==> config.mk <==
export PLATFORM = sky130hd
export DESIGN_NAME = lsu_bus_master_flat
export DESIGN_NICKNAME = d
export VERILOG_FILES = /design/src/rtl/lsu_pkg.sv /design/src/rtl/lsu_bus_master_if.sv /design/src/rtl/lsu_lane_unit.sv /design/src/rtl/lsu_bus_master.sv /design/src/flat_wrapper.sv
export SDC_FILE = /design/constraint.sdc
export NUM_CORES = 1
export LEC_CHECK = 0
export CORE_MARGIN = 5
export CORE_UTILIZATION = 44
export CTS_CLUSTER_DIAMETER = 150
export DETAILED_ROUTE_END_ITERATION = 6
export PLACE_DENSITY_LB_ADDON = 0.08
export SETUP_SLACK_MARGIN = 0.2
export SYNTH_ARGS = -nofsm -noshare
export SYNTH_HDL_FRONTEND = slang
export SYNTH_HIERARCHICAL = 1
export SYNTH_SLANG_ARGS = --single-unit
==> constraint.sdc <==
create_clock -name clk -period 2.2 [get_ports clk]
set_input_delay 0.33 -clock clk [delete_from_list [all_inputs] [get_ports clk]]
set_output_delay 0.33 -clock clk [all_outputs]
set_load 0.02 [all_outputs]
==> src/rtl/lsu_pkg.sv <==
// Shared definitions for the MEM-stage load/store bus master:
// access size codes, FSM state encoding, byte-enable patterns and
// the op legality check used while the master sits in IDLE.
package lsu_pkg;

    localparam logic [1:0] SZ_WORD = 2'd0;
    localparam logic [1:0] SZ_HALF = 2'd1;
    localparam logic [1:0] SZ_BYTE = 2'd2;
    localparam logic [1:0] SZ_ILL  = 2'd3;

    typedef enum logic [1:0] {
        IDLE = 2'd0,
        REQ  = 2'd1,
        DONE = 2'd2
    } lsu_state_e;

    localparam logic [3:0] BE_WORD    = 4'b1111;
    localparam logic [3:0] BE_HALF_LO = 4'b0011;
    localparam logic [3:0] BE_HALF_HI = 4'b1100;
    localparam logic [3:0] BE_BYTE0   = 4'b0001;

    // An op is legal when its size code exists and the address is
    // naturally aligned for that size.
    function automatic logic opLegal(input logic [2:0] mode, input logic [1:0] addrLo);
        logic ok;
        case (mode[2:1])
            SZ_WORD: ok = (addrLo == 2'b00);
            SZ_HALF: ok = (addrLo[0] == 1'b0);
            SZ_BYTE: ok = 1'b1;
            default: ok = 1'b0;
        endcase
        return ok;
    endfunction

endpackage

==> src/rtl/lsu_bus_master_if.sv <==
// Data memory bus between the load/store master and the memory slave.
// The slave completes a request in the cycle it raises bus_ready;
// bus_rdata is only meaningful in that cycle.
interface lsu_bus_master_if #(
    parameter int ADDR_W = 32
);
    logic              bus_req;
    logic              bus_we;
    logic [ADDR_W-1:0] bus_addr;
    logic [3:0]        bus_be;
    logic [31:0]       bus_wdata;
    logic              bus_ready;
    logic [31:0]       bus_rdata;

    modport master (
        output bus_req, bus_we, bus_addr, bus_be, bus_wdata,
        input  bus_ready, bus_rdata
    );

    modport slave (
        input  bus_req, bus_we, bus_addr, bus_be, bus_wdata,
        output bus_ready, bus_rdata
    );
endinterface

==> src/rtl/lsu_lane_unit.sv <==
// Byte-lane datapath for the load/store master. The request side turns
// an op into byte enables plus lane-replicated store data; the load side
// picks the addressed lane out of the read word and extends it.
// Purely combinational; all state lives in the top.
module lsu_lane_unit
    import lsu_pkg::*;
(
    input  logic [2:0]  reqMode,
    input  logic [1:0]  reqAddrLo,
    input  logic [31:0] reqWdata,
    output logic [3:0]  reqBe,
    output logic [31:0] reqLanes,
    input  logic [2:0]  ldMode,
    input  logic [1:0]  ldAddrLo,
    input  logic [31:0] rdata,
    output logic [31:0] ldExt
);

    logic [15:0] halfSel;
    logic [7:0]  byteSel;

    // Byte enables and store lanes for the op being accepted.
    always_comb begin
        reqBe    = 4'b0000;
        reqLanes = 32'h0000_0000;
        case (reqMode[2:1])
            SZ_WORD: begin
                reqBe    = BE_WORD;
                reqLanes = reqWdata;
            end
            SZ_HALF: begin
                reqBe    = reqAddrLo[1] ? BE_HALF_HI : BE_HALF_LO;
                reqLanes = {2{reqWdata[15:0]}};
            end
            SZ_BYTE: begin
                reqBe    = BE_BYTE0 << reqAddrLo;
                reqLanes = {4{reqWdata[7:0]}};
            end
            default: begin
                reqBe    = 4'b0000;
                reqLanes = 32'h0000_0000;
            end
        endcase
    end

    // Select the addressed lane of the read word and sign/zero-extend it.
    always_comb begin
        halfSel = ldAddrLo[1] ? rdata[31:16] : rdata[15:0];
        case (ldAddrLo)
            2'd0:    byteSel = rdata[7:0];
            2'd1:    byteSel = rdata[15:8];
            2'd2:    byteSel = rdata[23:16];
            2'd3:    byteSel = rdata[31:24];
            default: byteSel = 8'h00;
        endcase
        case (ldMode[2:1])
            SZ_HALF: ldExt = {{16{ldMode[0] & halfSel[15]}}, halfSel};
            SZ_BYTE: ldExt = {{24{ldMode[0] & byteSel[7]}}, byteSel};
            default: ldExt = rdata;
        endcase
    end

endmodule

==> src/rtl/lsu_bus_master.sv <==
// MEM-stage load/store initiator for the multi-cycle data memory bus.
// Accepts one op from the pipeline, rejects misaligned/illegal ops with
// a one-cycle align_err, otherwise issues a single word-aligned bus
// request and stalls the pipeline until the slave answers (DONE cycle)
// or the request times out (bus_err cycle).
// Optional build macro LSU_TRACE_EN: prints a trace line for every
// completing store; logic is identical with or without it.
module lsu_bus_master
    import lsu_pkg::*;
#(
    parameter int TIMEOUT = 255,
    parameter int ADDR_W  = 32
) (
    input  logic              clk,
    input  logic              reset,
    input  logic              op_valid,
    input  logic              op_we,
    input  logic [2:0]        op_mode,
    input  logic [ADDR_W-1:0] op_addr,
    input  logic [31:0]       op_wdata,
    input  logic [31:0]       op_pc,
    output logic              stall,
    output logic              ld_valid,
    output logic [31:0]       ld_data,
    output logic              align_err,
    output logic              bus_err,
    lsu_bus_master_if.master  bus
);

    // Last REQ-cycle count before giving up; unused when TIMEOUT is 0.
    localparam logic [31:0] TO_LAST = 32'(TIMEOUT - 1);

    lsu_state_e        state;
    lsu_state_e        nextState;
    logic              busReq;
    logic              busWe;
    logic [ADDR_W-1:0] busAddr;
    logic [3:0]        busBe;
    logic [31:0]       busWdata;
    logic [31:0]       ldData;
    logic [31:0]       toCnt;
    logic [2:0]        modeR;
    logic [1:0]        addrLoR;

    logic              legal;
    logic              accept;
    logic              alignHit;
    logic              timeoutHit;
    logic [3:0]        reqBe;
    logic [31:0]       reqLanes;
    logic [31:0]       ldExt;

    // op_pc only feeds the optional trace.
    logic              unusedPc;
    assign unusedPc = ^op_pc;

    // Mode and address of the op are captured at accept so the load
    // lane can be extracted even if the pipeline drops op_valid.
    lsu_lane_unit u_lane (
        .reqMode   (op_mode),
        .reqAddrLo (op_addr[1:0]),
        .reqWdata  (op_wdata),
        .reqBe     (reqBe),
        .reqLanes  (reqLanes),
        .ldMode    (modeR),
        .ldAddrLo  (addrLoR),
        .rdata     (bus.bus_rdata),
        .ldExt     (ldExt)
    );

    // Next-state and per-cycle event decode; ready beats timeout in REQ.
    always_comb begin
        nextState  = state;
        accept     = 1'b0;
        alignHit   = 1'b0;
        timeoutHit = 1'b0;
        legal      = opLegal(op_mode, op_addr[1:0]);
        case (state)
            IDLE: begin
                if (op_valid) begin
                    if (legal) begin
                        accept    = 1'b1;
                        nextState = REQ;
                    end else begin
                        alignHit  = 1'b1;
                        nextState = IDLE;
                    end
                end else begin
                    nextState = IDLE;
                end
            end
            REQ: begin
                if (bus.bus_ready) begin
                    nextState = DONE;
                end else if ((TIMEOUT != 0) && (toCnt == TO_LAST)) begin
                    timeoutHit = 1'b1;
                    nextState  = IDLE;
                end else begin
                    nextState = REQ;
                end
            end
            DONE: begin
                nextState = IDLE;
            end
            default: begin
                nextState = IDLE;
            end
        endcase
    end

    // State register.
    always_ff @(posedge clk) begin
        if (reset) begin
            state <= IDLE;
        end else begin
            state <= nextState;
        end
    end

    // Bus request registers: loaded at accept, held through REQ, request
    // dropped on ready or timeout.
    always_ff @(posedge clk) begin
        if (reset) begin
            busReq   <= 1'b0;
            busWe    <= 1'b0;
            busAddr  <= '0;
            busBe    <= 4'b0000;
            busWdata <= 32'h0000_0000;
            modeR    <= 3'b000;
            addrLoR  <= 2'b00;
        end else if (accept) begin
            busReq   <= 1'b1;
            busWe    <= op_we;
            busAddr  <= {op_addr[ADDR_W-1:2], 2'b00};
            busBe    <= reqBe;
            busWdata <= op_we ? reqLanes : 32'h0000_0000;
            modeR    <= op_mode;
            addrLoR  <= op_addr[1:0];
        end else if (state == REQ && (bus.bus_ready || timeoutHit)) begin
            busReq   <= 1'b0;
        end
    end

    // Wait-cycle counter: counts REQ cycles without ready, cleared on accept.
    always_ff @(posedge clk) begin
        if (reset) begin
            toCnt <= 32'd0;
        end else if (accept) begin
            toCnt <= 32'd0;
        end else if (state == REQ && !bus.bus_ready) begin
            toCnt <= timeoutHit ? 32'd0 : toCnt + 32'd1;
        end
    end

    // Load result register, captured when the slave returns the word.
    always_ff @(posedge clk) begin
        if (reset) begin
            ldData <= 32'h0000_0000;
        end else if (state == REQ && bus.bus_ready && !busWe) begin
            ldData <= ldExt;
        end
    end

`ifdef LSU_TRACE_EN
    // Trace every store as the slave accepts it.
    always_ff @(posedge clk) begin
        if (!reset && state == REQ && bus.bus_ready && busWe) begin
            $display("%d@%08h: *%08h <= %08h be=%b", $time, op_pc, busAddr, busWdata, busBe);
        end
    end
`endif

    assign bus.bus_req   = busReq;
    assign bus.bus_we    = busWe;
    assign bus.bus_addr  = busAddr;
    assign bus.bus_be    = busBe;
    assign bus.bus_wdata = busWdata;

    assign ld_data   = ldData;
    assign ld_valid  = !reset && (state == DONE) && !busWe;
    assign align_err = !reset && alignHit;
    assign bus_err   = !reset && timeoutHit;
    assign stall     = op_valid && legal && (state != DONE) && !timeoutHit;

endmodule

==> src/flat_wrapper.sv <==
// flat-port wrapper written by rule: the top's interface ports become plain ports
module lsu_bus_master_flat import lsu_pkg::*;
#(
    parameter int TIMEOUT = 255,
    parameter int ADDR_W  = 32
)
  (clk, reset, op_valid, op_we, op_mode, op_addr, op_wdata, op_pc, stall, ld_valid, ld_data, align_err, bus_err, bus_bus_req, bus_bus_we, bus_bus_addr, bus_bus_be, bus_bus_wdata, bus_bus_ready, bus_bus_rdata);
  lsu_bus_master_if #(.ADDR_W(ADDR_W)) bus_i ();
  input  logic clk;
  input  logic reset;
  input  logic op_valid;
  input  logic op_we;
  input  logic [2:0] op_mode;
  input  logic [ADDR_W-1:0] op_addr;
  input  logic [31:0] op_wdata;
  input  logic [31:0] op_pc;
  output logic stall;
  output logic ld_valid;
  output logic [31:0] ld_data;
  output logic align_err;
  output logic bus_err;
  output wire logic [$bits(bus_i.bus_req)-1:0] bus_bus_req;
  output wire logic [$bits(bus_i.bus_we)-1:0] bus_bus_we;
  output wire logic [$bits(bus_i.bus_addr)-1:0] bus_bus_addr;
  output wire logic [$bits(bus_i.bus_be)-1:0] bus_bus_be;
  output wire logic [$bits(bus_i.bus_wdata)-1:0] bus_bus_wdata;
  input wire logic [$bits(bus_i.bus_ready)-1:0] bus_bus_ready;
  input wire logic [$bits(bus_i.bus_rdata)-1:0] bus_bus_rdata;
  assign bus_bus_req = bus_i.bus_req;
  assign bus_bus_we = bus_i.bus_we;
  assign bus_bus_addr = bus_i.bus_addr;
  assign bus_bus_be = bus_i.bus_be;
  assign bus_bus_wdata = bus_i.bus_wdata;
  assign bus_i.bus_ready = bus_bus_ready;
  assign bus_i.bus_rdata = bus_bus_rdata;
  lsu_bus_master #(.TIMEOUT(TIMEOUT), .ADDR_W(ADDR_W)) u_core (.clk(clk), .reset(reset), .op_valid(op_valid), .op_we(op_we), .op_mode(op_mode), .op_addr(op_addr), .op_wdata(op_wdata), .op_pc(op_pc), .stall(stall), .ld_valid(ld_valid), .ld_data(ld_data), .align_err(align_err), .bus_err(bus_err), .bus(bus_i));
endmodule
==> flow_metrics.py <==
metrics = {
    "global_routing": {
        "gr-total-overflow": 0,
        "grt_max_degree": 40,
        "grt_pass1_wl_um": 29400,
        "antenna_found_initial": 0,
        "grt.total_usage_pct": 21.9,
        "grt_pass1_vias": 5954,
    },
    "logic_synthesis": {
        "synth-compound-area-share_pct": 17.8,
        "synth-edff-count": 0,
        "netlist_instances": 793,
        "synthArstFlopShare_pct": 0,
        "synth-seq-cells": 139,
        "synth_ff_type": "dfxtp_1",
        "synth_top_family_by_area": "simple AND/OR/NAND/NOR gates",
        "seq_area_frac_synth_pct": 43.8,
        "synthAdderAreaFrac_pct": 0.788,
        "synthMuxAreaShare_pct": 3.02,
        "post_synth_and_or_nand_nor_area_fraction_pct": 25.2,
        "synth_xor_area_share_pct": 4.14,
        "syn_area_per_cell_um2": 8.00,
        "ys_types": 49,
        "syn_area_mm2": 0.00635,
        "yosysWarnings": 6,
    },
    "timing": {
        "final_hold_viol_count": 0,
        "whs_ps": 419,
        "post-route-period-util_pct": 98.7,
        "clock_skew_ps": 7.76,
        "slew_violations": 0,
        "tightestPinTransition_ps": 576,
        "period_needed_ps": 2170,
        "setup_violations": 0,
        "slew_headroom_pct": 61.3,
        "layout_setup_ws_ps": 28.8,
        "max_freq_mhz": 461,
        "rsz0062_at_grt": "true",
    },
    "layout": {
        "area_growth_pct": 53.4,
        "fin_nets": 1167,
        "nFillCells": 1173,
        "drive_gt1_share_pct": 12.8,
        "n_antenna_cell": 0,
        "postLayoutCellArea_mm2": 0.00974,
        "final_cell_mix": "nand2_1, clkdlybuf4s50_1, dfxtp_1",
        "layout_commonest_cell": "nand2_1",
    },
    "worst_setup_path": {
        "cp_max_fo": 2,
        "worstPathRequired_ps": 1870,
        "end_kind": "primary output",
        "worstPathArrival_ps": 1840,
        "cp-start-kind": "flop",
        "path_class": "reg -> out",
    },
    "place": {
        "placed_area_mm2": 0.00890,
        "dp_hpwl_um": 13200,
        "portBuffers": 207,
        "dpl_worst_slack_ps": -262,
        "place.gp.congestion": 0.809,
    },
    "floorplan": {
        "io_pins": 242,
        "core_area_mm2": 0.0140,
        "fp.dieW_um": 130,
        "die_h_um": 130,
        "die_area_mm2": 0.0169,
        "start_util_pct": 45.4,
        "fp-row-count": 43,
    },
    "worst_hold_path": {
        "hold_path.class": "in -> reg",
    },
    "route": {
        "dr_total_vias": 6225,
        "drt_iter0_drc": 317,
        "avgViaCountPerCell": 5.10,
        "wl_per_cell_um": 15.4,
        "drc_errors": 0,
        "drt_wl_total_um": 18800,
        "antenna_left": 0,
        "dr.pass1.iters": 5,
    },
    "outcome": {
        "outcome": "complete, no violations",
    },
    "cts": {
        "cts_sinks": 139,
        "insertion_delay_ps": 420,
        "cts_buffer_depth": 2,
        "cts-root-buf": "clkbuf_16",
        "clk_pin_slew_ps": 60,
        "cts_tree": "built",
        "cts.htree.levels": 4,
        "cts_buffers": 17,
        "hold_buffers": 0,
    },
    "pwr": {
        "vdd_drop_max_mv": 0.747,
        "p_leak_uw": 0.00378,
        "p_per_area_mw_per_mm2": 697,
    },
    "flow_run": {
        "drv_cap": 0,
    },
}
-- registers in the layout (all words and copies together) (netlist names) --
name,cells
u_core/ld_data,32
u_core/addrLoR,2
u_core/toCnt,32
u_core/bus.bus_addr,30
u_core/modeR,3
u_core/state,2
u_core/bus.bus_wdata,32
u_core/bus.bus_we,1
u_core/bus.bus_be,4
u_core/bus.bus_req,1
-- layer usage --
metal | global-route usage, % | share of wire, %
met1 | 26.7 | 42
met2 | 35.1 | 47
met3 | 10.4 | 10
met4 | 5.56 | 1.3
met5 | 0 | 0
-- per-stage QoR --
stage | TNS (ps) | instances | utilization [%] | total power, µW
3_3_place_gp | -8460 | 1182 | 63.6 | 3540
5_1_grt | -190 | 1220 | 69.6 | 7070
2_1_floorplan | 0 | 794 | - | 3100
6_report | 0 | 1220 | 69.6 | 6780
4_1_cts | -67.9 | 1217 | 69.0 | 6840
3_5_place_dp | -9290 | 1182 | 63.6 | 3550
-- Yosys cell counts, types with 8 or more instances --
| cell type | number | area [µm²] |
|---|---|---|
| nand2_1 | 210 | 788 |
| dfxtp_1 | 139 | 2780 |
| a21oi_1 | 97 | 485 |
| nor2_1 | 38 | 143 |
| clkbuf_1 | 36 | 135 |
| a22o_1 | 32 | 280 |
| o21ai_0 | 27 | 135 |
| xor2_1 | 25 | 219 |
| mux2i_1 | 18 | 180 |
| nand3_1 | 16 | 80.1 |
| inv_1 | 15 | 56.3 |
| nand4_1 | 14 | 87.6 |
| buf_2 | 13 | 65.1 |
| and2_1 | 12 | 75.1 |
| nand2b_1 | 11 | 68.8 |
| nor4_1 | 8 | 50.1 |
-- critical path, cell delays in order, from the launching register on --
cell      delay [ps]
dfxtp_2          330
nor4bb_4         280
and4_1           250
nand4_1          120
buf_4            180
nor2_4           100
nor2_4            40
buf_6            120
-- final timing paths --
path                      startpoint                      end  slack (ps)  cells after the start
min reg2reg  u_core/bus.bus_addr[31]  u_core/bus.bus_addr[31]         450                      2
min                            reset          u_core/state[1]         420                      3
max reg2reg          u_core/state[0]         u_core/toCnt[31]         270                      8
max                 u_core/toCnt[23]                    stall          30                      7
-- area by class of cell --
cell class | instances | area (µm²) | share of cell area, %
inverters | 15 | 56.3 | 0.578
clock inverters | 13 | 238 | 2.44
clock buffers | 19 | 443 | 4.55
multi-input cells | 583 | 3340 | 34.3
repair buffers | 271 | 2640 | 27.2
well taps | 180 | 225 | 2.31
flip-flops and latches | 139 | 2790 | 28.6
-- cells by family (layout without fill, tap and decap cells) --
family,count (synthesis),in the layout
other,1,2
multiplexers,19,19
buffers and inverters,72,318
XOR/XNOR,30,30
adder cells (fa/ha/maj),4,4
flip-flops,139,139
AND/OR/NAND/NOR,345,345
AO/OA/AOI/OAI,183,183
-- what timing repair did --
action	CTS	global route
endpoints found under the setup margin	6	57
gates cloned	0	0
pin swaps	7	9
resized for setup	35	12
setup buffers	3	3
-- where the power goes --
| part | total [µW] | internal (µW) | switching, µW | leakage, µW |
|---|---|---|---|---|
| clock network | 3280 | 2170 | 1110 | 0.000320 |
| logic | 882 | 449 | 434 | 0.00234 |
| registers | 2620 | 2590 | 38.8 | 0.00113 |
Note: power is estimated with default switching activity, not from simulation.
